--- src/rtl/lu_arbiter_seq.sv ---
// Two-requester round-robin front end for a shared 1-bit logic unit.
// Each granted job is streamed LSB first through the unit and the three z outputs are collected into words.
module lu_arbiter_seq #(
  parameter int WIDTH = 8
) (
  input  logic             clk,
  input  logic             rst,
  input  logic             req0_valid,
  input  logic             req1_valid,
  input  logic [WIDTH-1:0] req0_a,
  input  logic [WIDTH-1:0] req0_b,
  input  logic [WIDTH-1:0] req1_a,
  input  logic [WIDTH-1:0] req1_b,
  output logic             req0_ready,
  output logic             req1_ready,
  output logic             lu_a,
  output logic             lu_b,
  input  logic [2:0]       lu_z,
  output logic             res_valid,
  output logic             res_id,
  output logic [WIDTH-1:0] res_z0,
  output logic [WIDTH-1:0] res_z1,
  output logic [WIDTH-1:0] res_z2,
  output logic             busy
);

  localparam int CW = (WIDTH > 1) ? $clog2(WIDTH) : 1;
  localparam logic [CW-1:0] LAST_BIT = CW'(WIDTH - 1);

  localparam logic [1:0] IDLE  = 2'd0;
  localparam logic [1:0] SHIFT = 2'd1;
  localparam logic [1:0] DONE  = 2'd2;

  logic [1:0]       state;
  logic [CW-1:0]    cnt;
  logic             last_id;
  logic             job_id;
  logic [WIDTH-1:0] a_reg;
  logic [WIDTH-1:0] b_reg;
  logic             grant_any;
  logic             grant_id;
  logic             xfer;

  // On a tie the requester that was not served last wins.
  always_comb begin
    grant_any = req0_valid | req1_valid;
    if (req0_valid && req1_valid) begin
      grant_id = ~last_id;
    end else begin
      grant_id = req1_valid;
    end
  end

  assign xfer       = (state == IDLE) && grant_any;
  assign req0_ready = xfer && !grant_id;
  assign req1_ready = xfer && grant_id;

  always_ff @(posedge clk or posedge rst) begin
    if (rst) begin
      state   <= IDLE;
      cnt     <= '0;
      last_id <= 1'b1;
      job_id  <= 1'b0;
      a_reg   <= '0;
      b_reg   <= '0;
    end else begin
      case (state)
        IDLE: begin
          if (xfer) begin
            a_reg   <= grant_id ? req1_a : req0_a;
            b_reg   <= grant_id ? req1_b : req0_b;
            job_id  <= grant_id;
            last_id <= grant_id;
            cnt     <= '0;
            state   <= SHIFT;
          end
        end
        SHIFT: begin
          if (cnt == LAST_BIT) begin
            state <= DONE;
          end else begin
            cnt <= cnt + CW'(1);
          end
        end
        DONE: begin
          state <= IDLE;
        end
        default: begin
          state <= IDLE;
        end
      endcase
    end
  end

  // Result words keep the last completed job until the next job starts shifting in.
  always_ff @(posedge clk or posedge rst) begin
    if (rst) begin
      res_z0 <= '0;
      res_z1 <= '0;
      res_z2 <= '0;
      res_id <= 1'b0;
    end else if (state == SHIFT) begin
      res_z0[cnt] <= lu_z[0];
      res_z1[cnt] <= lu_z[1];
      res_z2[cnt] <= lu_z[2];
      if (cnt == LAST_BIT) begin
        res_id <= job_id;
      end
    end
  end

  assign lu_a      = (state == SHIFT) ? a_reg[cnt] : 1'b0;
  assign lu_b      = (state == SHIFT) ? b_reg[cnt] : 1'b0;
  assign res_valid = (state == DONE);
  assign busy      = (state != IDLE);

endmodule

--- config.mk ---
export PLATFORM = sky130hd
export DESIGN_NAME = lu_arbiter_seq
export DESIGN_NICKNAME = d
export VERILOG_FILES = /design/src/rtl/lu_arbiter_seq.sv
export SDC_FILE = /design/constraint.sdc
export NUM_CORES = 1
export LEC_CHECK = 0
export CAP_MARGIN = 25
export CORE_MARGIN = 10
export CORE_UTILIZATION = 25
export CTS_CLUSTER_DIAMETER = 150
export CTS_CLUSTER_SIZE = 28
export DETAILED_ROUTE_END_ITERATION = 16
export PLACE_DENSITY_LB_ADDON = 0.12
export SLEW_MARGIN = 20
export SYNTH_ARGS = -nofsm -noshare
export SYNTH_HDL_FRONTEND = slang
export SYNTH_SLANG_ARGS = --single-unit
--- constraint.sdc ---
create_clock -name clk -period 2 [get_ports clk]
set_input_delay 0.3 -clock clk [delete_from_list [all_inputs] [get_ports clk]]
set_output_delay 0.3 -clock clk [all_outputs]
set_load 0.02 [all_outputs]
==> results.ini, run 1 <==
[global_route]
grt_usage = 0.0900
antenna_found_initial = 0
grt_pass1_wl_mm = 9.41
grt_pass1_vias = 1787
grt_overflow = 0
grt_max_degree = 23

[logic_synthesis]
synthAdderAreaFrac = 0.0114
syn_nets = 207
synthArstFlopShare = 1.00
synth_area_leaders = dfrtp_1, mux2_2, a221o_1
synth_compound_area_frac = 0.144
synth_mux_area_frac = 0.195
synth.distinct_cells = 30
synth.top_cell.area_share = 0.533
synthFlopType = dfrtp_1
synth_xor_area_frac = 0
synth_top_cell_by_area = dfrtp_1
synth-edff-count = 0
synthSimpleGateAreaFrac = 0.0675
synth_area_um2 = 2200
syn_inst = 166
synth_top_family_by_area = multiplexers
yosys_warnings = 0
synth_seq_area_share = 0.545
postSynthAreaPerCell_um2 = 13.3
ys_seq_elements = 48

[floorplanning]
die_y_um = 114
dieArea_um2 = 13000
initial_utilization = 0.255
core_um2 = 8640
io_pins = 70
num_rows = 34
die_w_um = 114

[detailed_routing]
avgViaCountPerCell = 4.44
first_pass_iters = 4
drt-initial-drc-count = 29
vias = 1570
drc = 0
wl_per_cell_um = 16.2
wl_mm = 5.75
final_antenna_net_count = 0

[power_and_ir_drop]
switching_share = 0.365
p_switching_uw = 1860
cellLeakagePower_uw = 0.00139
power_uw = 5100
seqPwrFrac = 0.337
vdd_ir_drop_max_mv = 0.521
clkPwrFrac = 0.121
p_per_area_nw_per_um2 = 1590
pwr-share-comb = 0.542
p_int_uw = 3240

[critical_path]
r2r-end = cnt[0]
required_ns = 1.70
reg2reg_slack_ns = 0.10
end_kind = primary output
crit_type = flip-flop to primary output
rr_worst_depth = 7
crit_arrival_ns = 1.70
critPathMaxFanout = 5
start_kind = flip-flop
r2r-start = cnt[0]

[sta]
setup_viol = 0
min_period_ns = 2.00
finalCritPeriodShare = 0.998
rsz0062_at_grt = yes
fmax_mhz = 501
finClkSkew_ns = 0.00547
final-hold-violation-count = 0
worst_pin_slew_ns = 0.434
final_max_slew_viol_count = 0
relSlewSlack = 0.709

[final_layout]
area_delta_synth_final_pct = 45.7
antenna_cells = 0
nets = 286
nFillCells = 869
fin_cells = 354
multi_input_area_um2 = 943
utilization = 0.372
drive_gt1_frac = 0.215
seq_area_um2 = 1200

[run]
drv_cap = 0

[clock_tree]
cts_tree = built
htree_levels = 2
cts_buffers = 5
cts_hold_buf = 0
post_cts_buffers = 0
cts_sinks = 48
clkSlewWorstSetupHoldPaths_ns = 0.09
cts_buffer_depth = 2
clk_latency_ns = 0.30
cts_root_buf = clkbuf_8

[placement]
routabilityCongestion = 0.686
io_buffers = 69
place_inst = 346
dpl.hpwl_mm = 4.59

[worst_hold_path]
hold_path.class = input pin to asynchronous set/reset pin

[status]
status = finished clean

==> area by class of cell <==
type	count	area share
multi-input cells	102	0.294
clock buffers	6	0.0257
flip-flops and latches	48	0.374
well taps	108	0.0421
clock inverters	2	0.00428
inverters	4	0.00467
repair buffers	84	0.255
==> power by group through the flow <==
stage	Combinational (µW)	Sequential, µW	Clock, µW
CTS	2800	1730	652
floorplan	1330	2000	0
detailed placement	2750	1740	0
finish	2760	1720	618
global route	3000	1790	685
global placement	2730	1750	0
==> layout by cell type, fill, tap and decap left out <==
cell type,netlist,routed
nand2b_1,3,3
dlygate4sd2_1,0,3
and3_1,2,2
nand2_1,4,4
mux2_4,3,3
nor3_1,1,1
or3_1,2,2
nor2_4,0,3
buf_6,1,3
clkbuf_8,0,6
nor3b_1,2,2
clkdlybuf4s50_1,0,63
clkinv_2,0,1
dfstp_2,1,1
mux2_2,17,17
inv_2,0,1
or4_4,1,1
ha_1,2,2
inv_6,0,1
a21o_1,2,2
a22o_1,2,2
buf_12,0,1
dlymetal6s2s_1,0,1
inv_1,4,3
buf_4,1,13
dfrtp_1,47,47
a21boi_0,16,16
a21oi_1,1,1
a221o_1,16,16
mux2i_1,8,8
nor2_1,7,4
nand3b_1,2,2
nor2b_1,1,1
mux2_1,6,6
nand3_1,1,1
mux4_2,2,2
or2_1,1,1
==> kinds of logic after synthesis <==
kind of cell,count (synthesis)
buffers and inverters,16
AO/OA/AOI/OAI,37
multiplexers,36
flip-flops,48
adder cells (fa/ha/maj),2
AND/OR/NAND/NOR,27
==> timing repair <==
action / in CTS / in global routing
pin swaps: 0 / 0
resized for setup: 21 / 2
cloned: 0 / 0
endpoints found under the setup margin: 5 / 4
==> synthesized netlist by cell type, drive strengths merged, types with 3 or more instances <==
library cell	n
inv	4
nand2b	3
a21boi	16
dfrtp	47
mux2	26
nand2	4
buf	10
a221o	16
nor2	7
mux2i	8
==> through the flow <==
step                setup TNS, ns  instance area, µm²  setup WS [ns]  hold WS [ns]
finish                          0                3210        0.00488         0.308
global route               -0.145                3210        -0.0710         0.355
CTS                       -0.0237                3210        -0.0165         0.321
detailed placement         -0.315                3090         -0.166         0.467
global placement           -0.309                3090         -0.158         0.457
floorplan                       0                2200          0.260         0.432
==> layer usage <==
metal | GRT usage | up-vias | part of all wire | routed length [µm]
li1 | - | 771 | - | -
met1 | 0.106 | 747 | 0.45 | 2570
met2 | 0.145 | 47 | 0.46 | 2670
met3 | 0.0378 | 5 | 0.081 | 467
met4 | 0.0276 | 0 | 0.0080 | 46
met5 | 0 | - | 0 | 0
==> how the worst max path moves through the flow <==
stage               slack, ns  cells past startpoint    from    to
floorplan                0.26                      4  cnt[0]  lu_a
global placement        -0.16                      5  cnt[0]  lu_a
detailed placement      -0.17                      5  cnt[0]  lu_b
CTS                     -0.02                      5  cnt[0]  lu_b
global route            -0.07                      5  cnt[0]  lu_b
finish                  0.005                      5  cnt[0]  lu_b
==> worst max-delay path, cell delays in order, from the launching register on <==
cell and delay [ns]:
dfrtp_1 0.39, buf_4 0.16, mux2i_1 0.11, mux4_2 0.50, nor2_4 0.11, buf_6 0.12
No activity file was read; power rests on OpenSTA's default activity.
==> run 2, diff against run 1 <==
--- a/config.mk
+++ b/config.mk
@@ -6,6 +6,7 @@
 export NUM_CORES = 1
 export LEC_CHECK = 0
 export CAP_MARGIN = 25
+export CORE_ASPECT_RATIO = 1.2
 export CORE_MARGIN = 10
 export CORE_UTILIZATION = 25
 export CTS_CLUSTER_DIAMETER = 150
==> run 2 against run 1 <==
The run now ends with setup timing left. Hold slack worse by 0.045 ns. Flip-flop and latch count is the same. Clock power rose by 31%. Maximum frequency down 0.37%. Non-clock buffer count fell by 1. Setup slack got worse by 0.0074 ns. Combinational power is essentially flat. Register-to-register slack improved by 0.09 ns. Critical endpoint is now lu_a.
==> results.ini, run 2 (synthesized netlist as in run 1, its figures left out) <==
[sta]
finalWorstSetupSlack_ns = -0.00253  ; was 0.00488 ns
rsz0062_at_grt = yes  ; unchanged
fmax_mhz = 499  ; was 501 MHz
tns_ns = -0.00326  ; was 0 ns
min_period_ns = 2.00  ; about the same
final-hold-violation-count = 0  ; unchanged
worst_pin_slew_ns = 0.409  ; was 0.434 ns
setup_viol = 2  ; was 0
relSlewSlack = 0.725  ; was 0.709
finalCritPeriodShare = 1.00  ; was 0.998
final_max_slew_viol_count = 0  ; unchanged
finClkSkew_ns = 0.00292  ; was 0.00547 ns
whs_ns = 0.263  ; was 0.308 ns

[final_layout]
nets = 285  ; was 286
nFillCells = 883  ; was 869
area_delta_synth_final_pct = 47.4  ; was 45.7%
antenna_cells = 0  ; unchanged
seq_area_um2 = 1200  ; unchanged
drive_gt1_frac = 0.213  ; was 0.215
multi_input_area_um2 = 943  ; unchanged
layout_common_cells = clkdlybuf4s50_1, dfrtp_1, mux2_2, a21boi_0, a221o_1  ; unchanged
final_common_cell = clkdlybuf4s50_1  ; unchanged
fin_cells = 361  ; was 354
stdcell_area_um2 = 3250  ; was 3210 µm²

[clock_tree]
clk_latency_ns = 0.29  ; was 0.30 ns
clkSlewWorstSetupHoldPaths_ns = 0.09  ; about the same
cts_buffers = 5  ; unchanged
cts_tree = built  ; unchanged
cts_root_buf = clkbuf_8  ; unchanged
cts_hold_buf = 0  ; unchanged
cts_sinks = 48  ; unchanged
cts_buffer_depth = 2  ; unchanged
htree_levels = 2  ; unchanged

[floorplanning]
io_pins = 70  ; unchanged
initial_utilization = 0.256  ; was 0.255
core_um2 = 8610  ; was 8640 µm²
die_w_um = 106  ; was 114 µm
num_rows = 37  ; was 34
dieArea_um2 = 13000  ; about the same
die_y_um = 123  ; was 114 µm

[placement]
place_inst = 354  ; was 346
dpl.hpwl_mm = 4.46  ; was 4.59 mm
pre_cts_ws_ns = -0.178  ; was -0.166 ns
dpl_cell_area_um2 = 3090  ; about the same
io_buffers = 69  ; unchanged
routabilityCongestion = 0.674  ; was 0.686

[detailed_routing]
first_pass_iters = 4  ; unchanged
drt-initial-drc-count = 43  ; was 29
avgViaCountPerCell = 4.50  ; was 4.44
final_antenna_net_count = 0  ; unchanged
wl_mm = 5.66  ; was 5.75 mm
vias = 1625  ; was 1570
wl_per_cell_um = 15.7  ; was 16.2 µm
drc = 0  ; unchanged

[critical_path]
critPathMaxFanout = 5  ; unchanged
required_ns = 1.70  ; about the same
cp_slowest_cell = mux4_2  ; unchanged
critPathBufInv = 2  ; unchanged
crit_type = flip-flop to primary output  ; unchanged
cp_slowest_stage_delay_ns = 0.50  ; about the same
end_kind = primary output  ; unchanged
start_kind = flip-flop  ; unchanged
crit_arrival_ns = 1.70  ; about the same
crit_family = multiplexers  ; unchanged
crit_chain = buf_4, mux2i_1, mux4_2, nor2_4, buf_6  ; unchanged

[global_route]
grt_max_degree = 37  ; was 23
grt_pass1_wl_mm = 9.36  ; was 9.41 mm
met1_usage = 0.102  ; was 0.106
antenna_found_initial = 0  ; unchanged
grt_pass1_vias = 1852  ; was 1787
grt_overflow = 0  ; unchanged
grt_usage = 0.0883  ; was 0.0900
use_met2 = 0.150  ; was 0.145
busiest_layer = met2  ; unchanged
grt_util_met3 = 0.0341  ; was 0.0378

[status]
status = finished, violations left  ; was finished clean
violations = setup timing

[run]
drv_cap = 0  ; unchanged

[worst_hold_path]
hold_path.class = input pin to asynchronous set/reset pin  ; unchanged

[power_and_ir_drop]
vdd_ir_drop_max_mv = 0.476  ; was 0.521 mV
p_per_area_nw_per_um2 = 1620  ; was 1590 nW/µm²
cellLeakagePower_uw = 0.00140  ; was 0.00139 µW

run 2: metal layers:
layer,wire (µm),share of wire
met4,53,0.0094
met1,2500,0.44
met2,2720,0.48
met3,390,0.069
met5,0,0
run 2: timing repair:
item                                    4_1_cts  5_1_grt
gates cloned                                  0        0
resized for setup                            20        3
setup buffers                                 0        0
endpoints found under the setup margin        5        3
run 2: layout make-up:
class,count,share of cell area
clock buffers,5,0.0212
clock inverters,2,0.0185
inverters,4,0.00462
multi-input cells,102,0.290
flip-flops and latches,48,0.370
well taps,117,0.0451
repair buffers,83,0.250
run 2: report_power, final:
group | total, µW | switching, µW | internal (µW)
clock | 812 | 320 | 492
sequential | 1710 | 252 | 1460
combinational | 2750 | 1250 | 1500
total | 5280 | 1830 | 3450
run 2: final timing paths:
path,slack (ns),startpoint,endpoint,depth (start not counted)
max in group asynchronous,1.18,rst,last_id,3
min in group clk,0.48,job_id,job_id,1
worst min-delay path,0.26,rst,res_z1[4],2
worst max register to register,0.19,cnt[0],cnt[0],7
worst min register to register,0.48,job_id,job_id,1
worst max-delay path,-0.003,cnt[0],lu_a,5
run 2: metrics by stage:
stage           util  total power [µW]
2_1_floorplan      -              3330
3_3_place_gp   0.359              4460
3_5_place_dp   0.359              4470
4_1_cts        0.376              5370
5_1_grt        0.377              5660
6_report       0.377              5280
